$ cat src/rtl/play_stream_engine.sv
`timescale 1ns/1ps
`default_nettype none
// ============================================================================
// Module   : play_stream_engine
// Purpose  : SDRAM-to-audio playback engine. Fetches words from start_addr up
//            to (not including) end_addr, stepping by speed words per fetch,
//            through a small prefetch FIFO into a single registered audio
//            output with a valid/ready handshake.
// Ports    : i_clk, i_rst_n (async active-low)
//            control   : i_start, i_stop, i_pause, i_loop, i_start_addr,
//                        i_end_addr, i_speed, o_busy, o_done
//            SDRAM     : o_read, o_addr, i_readdata, i_sdram_finished
//            audio     : o_audio_valid, o_audio_data, i_audio_ready
// Config   : PLAY_LOOP_EN - when defined, an exhausted fetch with i_loop=1
//            restarts at start_addr instead of ending playback.
// Revision : 1.0 - initial release
// ============================================================================
module play_stream_engine #(
    parameter int ADDR_W     = 23,
    parameter int DATA_W     = 32,
    parameter int FIFO_DEPTH = 4,
    parameter int SPEED_W    = 3
) (
    input  logic              i_clk,
    input  logic              i_rst_n,
    input  logic              i_start,
    input  logic              i_stop,
    input  logic              i_pause,
    input  logic              i_loop,
    input  logic [ADDR_W-1:0] i_start_addr,
    input  logic [ADDR_W-1:0] i_end_addr,
    input  logic [SPEED_W-1:0] i_speed,
    output logic              o_read,
    output logic [ADDR_W-1:0] o_addr,
    input  logic [DATA_W-1:0] i_readdata,
    input  logic              i_sdram_finished,
    output logic              o_audio_valid,
    output logic [DATA_W-1:0] o_audio_data,
    input  logic              i_audio_ready,
    output logic              o_busy,
    output logic              o_done
);

    localparam int c_PTR_W = (FIFO_DEPTH > 1) ? $clog2(FIFO_DEPTH) : 1;
    localparam int c_CNT_W = $clog2(FIFO_DEPTH + 1);
    localparam logic [c_CNT_W:0] c_DEPTH = (c_CNT_W + 1)'(FIFO_DEPTH);

    typedef enum logic [1:0] {
        S_IDLE  = 2'd0,
        S_RUN   = 2'd1,
        S_DRAIN = 2'd2
    } state_t;

    state_t r_state, w_state_nxt;

    logic [ADDR_W-1:0]  r_start_addr;
    logic [ADDR_W-1:0]  r_end_addr;
    logic [ADDR_W-1:0]  r_step;
    logic [ADDR_W-1:0]  r_fetch_addr;
    logic               r_exhausted;
    logic               r_read;
    logic [ADDR_W-1:0]  r_addr;
    logic [DATA_W-1:0]  r_mem [FIFO_DEPTH];
    logic [c_PTR_W-1:0] r_wr_ptr;
    logic [c_PTR_W-1:0] r_rd_ptr;
    logic [c_CNT_W-1:0] r_count;
    logic               r_out_valid;
    logic [DATA_W-1:0]  r_out_data;

    logic               w_rd_done;
    logic               w_end;
    logic               w_stop;
    logic               w_issue;
    logic               w_load;
    logic               w_push;
    logic [c_CNT_W:0]   w_occupancy;
    logic [ADDR_W:0]    w_sum;
    logic               w_wrap;
    logic [ADDR_W-1:0]  w_step_in;

    assign w_rd_done = r_read && i_sdram_finished;

    // Natural end: nothing left to fetch, buffered or in flight.
    assign w_end  = (r_state == S_RUN) && r_exhausted && (r_count == '0)
                    && !r_out_valid && !r_read;
    // A stop coinciding with the natural end is superseded by the end.
    assign w_stop = (r_state == S_RUN) && i_stop && !w_end;

    // The output register counts as a prefetch slot, so at most FIFO_DEPTH
    // words are ever held between SDRAM and the sink.
    assign w_occupancy = {1'b0, r_count} + {{c_CNT_W{1'b0}}, r_out_valid};

    assign w_issue = (r_state == S_RUN) && !i_stop && !r_read && !r_exhausted
                     && (w_occupancy < c_DEPTH);
    assign w_push  = (r_state == S_RUN) && !i_stop && w_rd_done;
    assign w_load  = (r_state == S_RUN) && !i_stop && (r_count != '0) && !i_pause
                     && (!r_out_valid || i_audio_ready);

    // Next fetch address is computed one bit wider so a carry out of the
    // address space ends the stream instead of wrapping to zero.
    assign w_sum  = {1'b0, r_fetch_addr} + {1'b0, r_step};
    assign w_wrap = w_sum[ADDR_W] || (w_sum[ADDR_W-1:0] >= r_end_addr);

    assign w_step_in = (i_speed == '0) ? ADDR_W'(1) : ADDR_W'(i_speed);

`ifndef PLAY_LOOP_EN
    logic w_unused_loop;
    assign w_unused_loop = ^{i_loop, r_start_addr};
`endif

    // ------------------------------------------------------------------
    // State register
    // ------------------------------------------------------------------
    always_ff @(posedge i_clk or negedge i_rst_n) begin
        if (!i_rst_n) begin
            r_state <= S_IDLE;
        end else begin
            r_state <= w_state_nxt;
        end
    end

    // ------------------------------------------------------------------
    // Next-state logic
    // ------------------------------------------------------------------
    always_comb begin
        w_state_nxt = r_state;
        case (r_state)
            S_IDLE: begin
                if (i_start) begin
                    w_state_nxt = S_RUN;
                end
            end
            S_RUN: begin
                if (w_end) begin
                    w_state_nxt = S_IDLE;
                end else if (i_stop) begin
                    w_state_nxt = (r_read && !i_sdram_finished) ? S_DRAIN : S_IDLE;
                end
            end
            S_DRAIN: begin
                if (w_rd_done) begin
                    w_state_nxt = S_IDLE;
                end
            end
            default: w_state_nxt = S_IDLE;
        endcase
    end

    // ------------------------------------------------------------------
    // Fetch side: configuration, read request, fetch address
    // ------------------------------------------------------------------
    always_ff @(posedge i_clk or negedge i_rst_n) begin
        if (!i_rst_n) begin
            r_start_addr <= '0;
            r_end_addr   <= '0;
            r_step       <= '0;
            r_fetch_addr <= '0;
            r_exhausted  <= 1'b0;
            r_read       <= 1'b0;
            r_addr       <= '0;
        end else begin
            if ((r_state == S_IDLE) && i_start) begin
                r_start_addr <= i_start_addr;
                r_end_addr   <= i_end_addr;
                r_step       <= w_step_in;
                r_fetch_addr <= i_start_addr;
                r_exhausted  <= (i_end_addr <= i_start_addr);
            end

            // Request is held stable until the arbiter reports completion;
            // this also covers the DRAIN state after a stop.
            if (w_issue) begin
                r_read <= 1'b1;
                r_addr <= r_fetch_addr;
            end else if (w_rd_done) begin
                r_read <= 1'b0;
            end

            if (w_push) begin
                if (w_wrap) begin
`ifdef PLAY_LOOP_EN
                    if (i_loop) begin
                        r_fetch_addr <= r_start_addr;
                    end else begin
                        r_exhausted  <= 1'b1;
                    end
`else
                    r_exhausted <= 1'b1;
`endif
                end else begin
                    r_fetch_addr <= w_sum[ADDR_W-1:0];
                end
            end
        end
    end

    // ------------------------------------------------------------------
    // Prefetch FIFO and output register
    // ------------------------------------------------------------------
    always_ff @(posedge i_clk or negedge i_rst_n) begin
        if (!i_rst_n) begin
            for (int i = 0; i < FIFO_DEPTH; i++) begin
                r_mem[i] <= '0;
            end
            r_wr_ptr    <= '0;
            r_rd_ptr    <= '0;
            r_count     <= '0;
            r_out_valid <= 1'b0;
            r_out_data  <= '0;
        end else if (w_stop) begin
            r_wr_ptr    <= '0;
            r_rd_ptr    <= '0;
            r_count     <= '0;
            r_out_valid <= 1'b0;
            r_out_data  <= '0;
        end else begin
            if (w_push) begin
                r_mem[r_wr_ptr] <= i_readdata;
                r_wr_ptr        <= r_wr_ptr + 1'b1;
            end
            if (w_load) begin
                r_rd_ptr <= r_rd_ptr + 1'b1;
            end
            case ({w_push, w_load})
                2'b10:   r_count <= r_count + 1'b1;
                2'b01:   r_count <= r_count - 1'b1;
                default: r_count <= r_count;
            endcase

            // Pause only gates new loads; a presented sample stays valid
            // until the sink takes it.
            if (w_load) begin
                r_out_valid <= 1'b1;
                r_out_data  <= r_mem[r_rd_ptr];
            end else if (r_out_valid && i_audio_ready) begin
                r_out_valid <= 1'b0;
            end
        end
    end

    assign o_read        = r_read;
    assign o_addr        = r_addr;
    assign o_audio_valid = r_out_valid;
    assign o_audio_data  = r_out_data;
    assign o_busy        = (r_state != S_IDLE);
    assign o_done        = w_end;

endmodule
`default_nettype wire

$ cat config.mk
export PLATFORM = sky130hd
export DESIGN_NAME = play_stream_engine
export DESIGN_NICKNAME = d
export VERILOG_FILES = /design/src/rtl/play_stream_engine.sv
export SDC_FILE = /design/constraint.sdc
export NUM_CORES = 1
export LEC_CHECK = 0
export ABC_CLOCK_PERIOD_IN_PS = 4900
export BUFFER_PORTS_ARGS = -buffer_cell sky130_fd_sc_hd__buf_2
export CAP_MARGIN = 10
export CORE_UTILIZATION = 60
export CTS_BUF_LIST = sky130_fd_sc_hd__clkbuf_8
export CTS_CLUSTER_DIAMETER = 150
export CTS_CLUSTER_SIZE = 30
export DETAILED_ROUTE_END_ITERATION = 16
export HOLD_SLACK_MARGIN = 0.15
export PLACE_DENSITY = 0.8
export SLEW_MARGIN = 20
export SYNTH_ARGS = -nofsm -noshare
export SYNTH_HDL_FRONTEND = slang
export SYNTH_SLANG_ARGS = --single-unit
$ cat constraint.sdc
create_clock -name i_clk -period 4.9 [get_ports i_clk]
set_input_delay 1.47 -clock i_clk [delete_from_list [all_inputs] [get_ports i_clk]]
set_output_delay 1.47 -clock i_clk [all_outputs]
set_load 0.05 [all_outputs]
* Word level (Yosys, flattened, before mapping) *
Cells that the tools add are included.

storage, ports and cells
  register bits after elaboration = 264
  bits of input ports = 89
  output and inout bits = 59
  word-level logic and storage cells = 110

operators by class
  add/subtract/negate cells = 6
  magnitude comparators = 6
  equal/unequal tests = 7
  mux-type cells = 32
  bitwise operators = 3
  reductions and logical operators = 40

operators with widths
  cell                                                             number
  32-bit two-way mux                                               5
  128-bit bitwise mux                                              1
  23-bit two-way mux                                               3
  32-bit binary-select mux with 2-bit select                       1
  32-bit demux with 2-bit select                                   1
  23-bit by 23-bit adder with 24-bit output                        1
  23-bit >= comparator                                             1
  23-bit less-or-equal comparator                                  1
  1-bit logical AND                                                19
  2-bit two-way mux                                                9
  3-bit nonzero test                                               3
  1-bit two-way mux                                                8
  2-bit nonzero test                                               4
  1-bit zero test                                                  7
  3-bit >= comparator, second input constant                       2
  3-bit zero test                                                  2
  3-bit two-way mux                                                2
  2-bit NOT with 3-bit output                                      2
  2-bit one-hot mux with 3 select lines                            1
  3-bit one-hot mux with 2 select lines                            1
  2-bit by 1-bit adder with 2-bit output, second input constant    2
  3-bit by 1-bit adder with 4-bit output                           1
  2-bit by 1-bit == test with 1-bit output, second input constant  2
  2-bit == test, second input constant                             2
  other kinds (11)                                                 13

* Longest topological paths before layout *
  word-level depth = 9
  gate-level depth with buffers = 19
  depth with buffers taken out = 17

* Worst setup path before layout *
OpenSTA, ideal clock, no wires.

  kind = register to register
  from = reg r_fetch_addr[0]
  to = reg r_fetch_addr[19]
  setup time = 0.118 ns
  data arrival time = 3.500 ns
  required time = 4.782 ns
  slack = 1.282 ns
  stages on the path, launching flop included = 18
  path buffers = 1
  period minus slack after synthesis = 3.618 ns
  path through = dfrtp_1 > ha_1 > inv_1 > fa_1 > inv_1 > a21oi_1 > or3_1 > clkbuf_1 > nor3_1 > xnor2_1 > ha_1 > nand4_1 > nor4_1 > nand4_1 > a21oi_1 > nor4_4 > a22o_1 > a21o_1

between the ends
  word-level cells in the longest chain between the ends = 5

ends and longest elaborated chain
  what                                         RTL line  source
  start, declared                              59        logic [ADDR_W-1:0] r_fetch_addr;
  start signal, assigned                       166       r_fetch_addr <= i_start_addr;
  start signal, assigned                       191       r_fetch_addr <= w_sum[ADDR_W-1:0];
  23-bit by 23-bit adder with 24-bit output *  101       assign w_sum = {1'b0, r_fetch_addr} + {1'b0, r_step};
  23-bit >= comparator                         102       assign w_wrap = w_sum[ADDR_W] || (w_sum[ADDR_W-1:0] >= r_end_addr);
  1-bit logical OR                             102
  23-bit two-way mux *                         180       if (w_wrap) begin
  23-bit two-way mux *                         179       if (w_push) begin

Every way passes the cells marked *; elsewhere a longest branch is shown, timed or not.
A chain may end at the register's enable or synchronous reset.

* Worst setup path after layout *
  from = reg r_fetch_addr[0]
  to = reg r_fetch_addr[1]

The elaborated chain is that of the path after synthesis.

==> impl_metrics.py <==
metrics = {
    "floorplanning": {
        "core_sq_mm": 0.0189,
        "die_h_um": 142,
        "die_w_um": 142,
        "initial_utilization": 0.619,
        "pin_count": 148,
        "placementRows": 50,
        "die_area_sq_mm": 0.0200,
    },
    "power": {
        "peakVddDrop_uv": 446,
        "p_leak_uw": 0.00650,
        "p_per_area_mw_per_mm2": 540,
    },
    "synthesis": {
        "yosys.area.top_type": "dfrtp_1",
        "synth_compound_area_frac": 0.0738,
        "syn-num-nets": 1066,
        "ys_warn_count": 0,
        "syn_avg_cell_area_sq_um": 12.7,
        "synth-simple-area-share": 0.0636,
        "synth_cells": 922,
        "synthDistinctLibCells": 50,
        "synth_top_family_by_area": "multiplexers",
        "synth_common_cells": "dfrtp_1, mux2_2, nand2_1, inv_1, ha_1",
        "ys_seq_elements": 244,
        "synthArstFlopShare": 1.00,
        "synthAdderAreaFrac": 0.0601,
        "yosys.cell_count.top_type": "dfrtp_1",
        "synthMuxAreaShare": 0.226,
        "synthXorXnorAreaFrac": 0.0202,
        "ys.flop_type": "dfrtp_1",
        "seq_area_frac_synth": 0.522,
        "syn_area_sq_mm": 0.0117,
        "synthTopCellsByArea": "dfrtp_1, mux2_2, mux4_2",
        "synth_edf_count": 0,
        "yosys.area.top_type_share": 0.522,
    },
    "worst_setup_path": {
        "crit_arrival_ns": 4.79,
        "cp-end-kind": "flop",
        "critPathKind": "flop to flop",
        "cp-startpoint": "r_fetch_addr[0]",
        "worstPathRequired_ns": 5.34,
        "r2r_setup_slack_ns": 0.55,
        "r2r_end": "r_fetch_addr[1]",
        "r2r-start": "r_fetch_addr[0]",
        "crit_fanout": 26,
        "rr_worst_depth": 18,
        "startpoint_type": "flop",
    },
    "clock_tree": {
        "cts_hold_buf": 0,
        "path_clk_slew_ns": 0.17,
        "cts_root_buffer": "clkbuf_8",
        "numCtsBuffers": 12,
        "cts_tree": "done",
        "postCtsResizedCells": 0,
        "cts_htree_levels": 1,
        "cts_setup_buffers": 0,
        "cts.sinks": 244,
        "clockBufferDepth": 3,
        "insertion_delay_ns": 0.54,
    },
    "layout": {
        "syn_to_final_growth_pct": 10.9,
        "fin_nets": 1199,
        "fin_cells": 1317,
        "utilization": 0.686,
        "fillCellCount": 1437,
        "drive_above_1_share": 0.351,
    },
    "hold_path": {
        "hp-start": "r_mem[29]",
        "hold_class": "flop to flop",
        "whs_endpoint": "r_mem[29]",
        "min_delay_path_depth": 1,
    },
    "placement": {
        "post-place-ws_ns": 0.588,
        "numPortBuffers": 146,
        "place_hpwl_um": 16600,
        "gp_congestion": 0.866,
        "dp.cells": 1301,
    },
    "grt": {
        "overflow": 0,
        "grt_pass1_wl_um": 39900,
        "antenna_found_initial": 0,
        "grt_usage": 0.253,
        "grt_pass1_vias": 7836,
        "grt_max_degree": 118,
    },
    "timing": {
        "slew_headroom": 0.430,
        "fin_skew_ns": 0.0650,
        "max_freq_mhz": 230,
        "period_needed_ns": 4.35,
        "rsz0062_at_grt": "false",
        "period_share": 0.887,
        "setup_viol": 0,
        "setup_ws_ns": 0.551,
        "finalHoldViolCount": 0,
        "tightest_slew_ns": 0.855,
        "slew_violations": 0,
        "setup_tns_ns": 0,
    },
    "routing": {
        "drt_iter0_drc": 409,
        "drc_errors": 0,
        "avgViaCountPerCell": 5.80,
        "avgRoutedWirePerCell_um": 18.2,
        "dr.pass1.iters": 5,
        "routed_wl_um": 24000,
        "antenna_left": 0,
        "num_vias": 7635,
    },
    "run": {
        "cap_violations": 0,
    },
    "outcome": {
        "status": "finished clean",
    },
}
==> layout make-up <==
cell class / instances / area (sq um) / share of cell area
diodes: 1 / 2.50 / 0.000193
clock inverters: 2 / 33.8 / 0.00261
flip-flops and latches: 244 / 6110 / 0.471
inverters: 59 / 221 / 0.0171
repair buffers: 163 / 893 / 0.0689
clock buffers: 13 / 179 / 0.0138
multi-input cells: 575 / 5200 / 0.401
well taps: 260 / 325 / 0.0251
==> sequential cells by signal (all words and copies together), names as in the netlist <==
signal / cells
r_fetch_addr: 23
o_read: 1
o_addr: 23
r_rd_ptr: 2
r_exhausted: 1
r_mem: 128
r_count: 3
o_audio_data: 32
r_step: 3
r_end_addr: 23
r_state: 2
r_wr_ptr: 2
o_audio_valid: 1
==> stage by stage <==
stage,hold WS [ns],total power (uW),area [sq um]
3_3_place_gp,0.469,6080,12700
5_1_grt,0.530,7480,13000
4_1_cts,0.516,7060,13000
2_1_floorplan,0.474,5380,11700
6_report,0.513,7000,13000
3_5_place_dp,0.481,6200,12700
==> critical path: stages, from the launching register on <==
cell and delay, ns:
dfrtp_1 0.43, ha_1 0.18, inv_1 0.06, fa_1 0.41, inv_1 0.10, a21oi_1 0.09, or3_1 0.53, nor2_1 0.17
nand2_1 0.08, xnor2_1 0.17, ha_1 0.31, nand4_1 0.15, nor4_1 0.45, nand4_1 0.15, a21oi_1 0.30, nor4_4 0.13
buf_4 0.25, a211oi_1 0.22, a21oi_1 0.07
==> layer usage <==
metal	vias to the layer above	track usage	part of all wire
met1	3897	0.360	0.45
met4	0	0.0623	0.017
met3	32	0.0263	0.049
li1	3542	-	-
met2	164	0.422	0.49
met5	-	0	0
==> power breakdown <==
group | internal [uW] | switching (uW)
clock network | 256 | 599
registers | 2600 | 435
logic | 1230 | 1880
total | 4090 | 2920
==> cell families after synthesis <==
kind of cell               Yosys count
AOI/OAI and AO/OA                  133
xor gates and xnor gates            27
adders and majority gates           55
buffers and inverters              103
DFF                                244
muxes                              205
and+or+nand+nor                    155
==> worst max path at each step <==
stage	slack (ns)	cells past startpoint	end
after floorplan	1.28	17	r_fetch_addr[19]
after detailed placement	0.59	17	r_fetch_addr[1]
after global placement	0.71	17	r_fetch_addr[1]
final	0.55	18	r_fetch_addr[1]
after CTS	0.57	17	r_fetch_addr[1]
after global routing	0.23	17	r_fetch_addr[1]
==> placed cells by master (no fill, tap or decap), drive strengths merged, types with 7 or more instances in the layout <==
master	n
dfrtp	244
buf	163
mux2	151
nand2	73
inv	60
ha	53
o21ai	53
a22o	33
mux4	32
nor2	29
mux2i	22
a21oi	20
xnor2	20
nand4	14
a21o	13
clkbuf	13
nand3	12
xor2	7
nor3	7
Note: power is estimated with default switching activity, not from simulation.
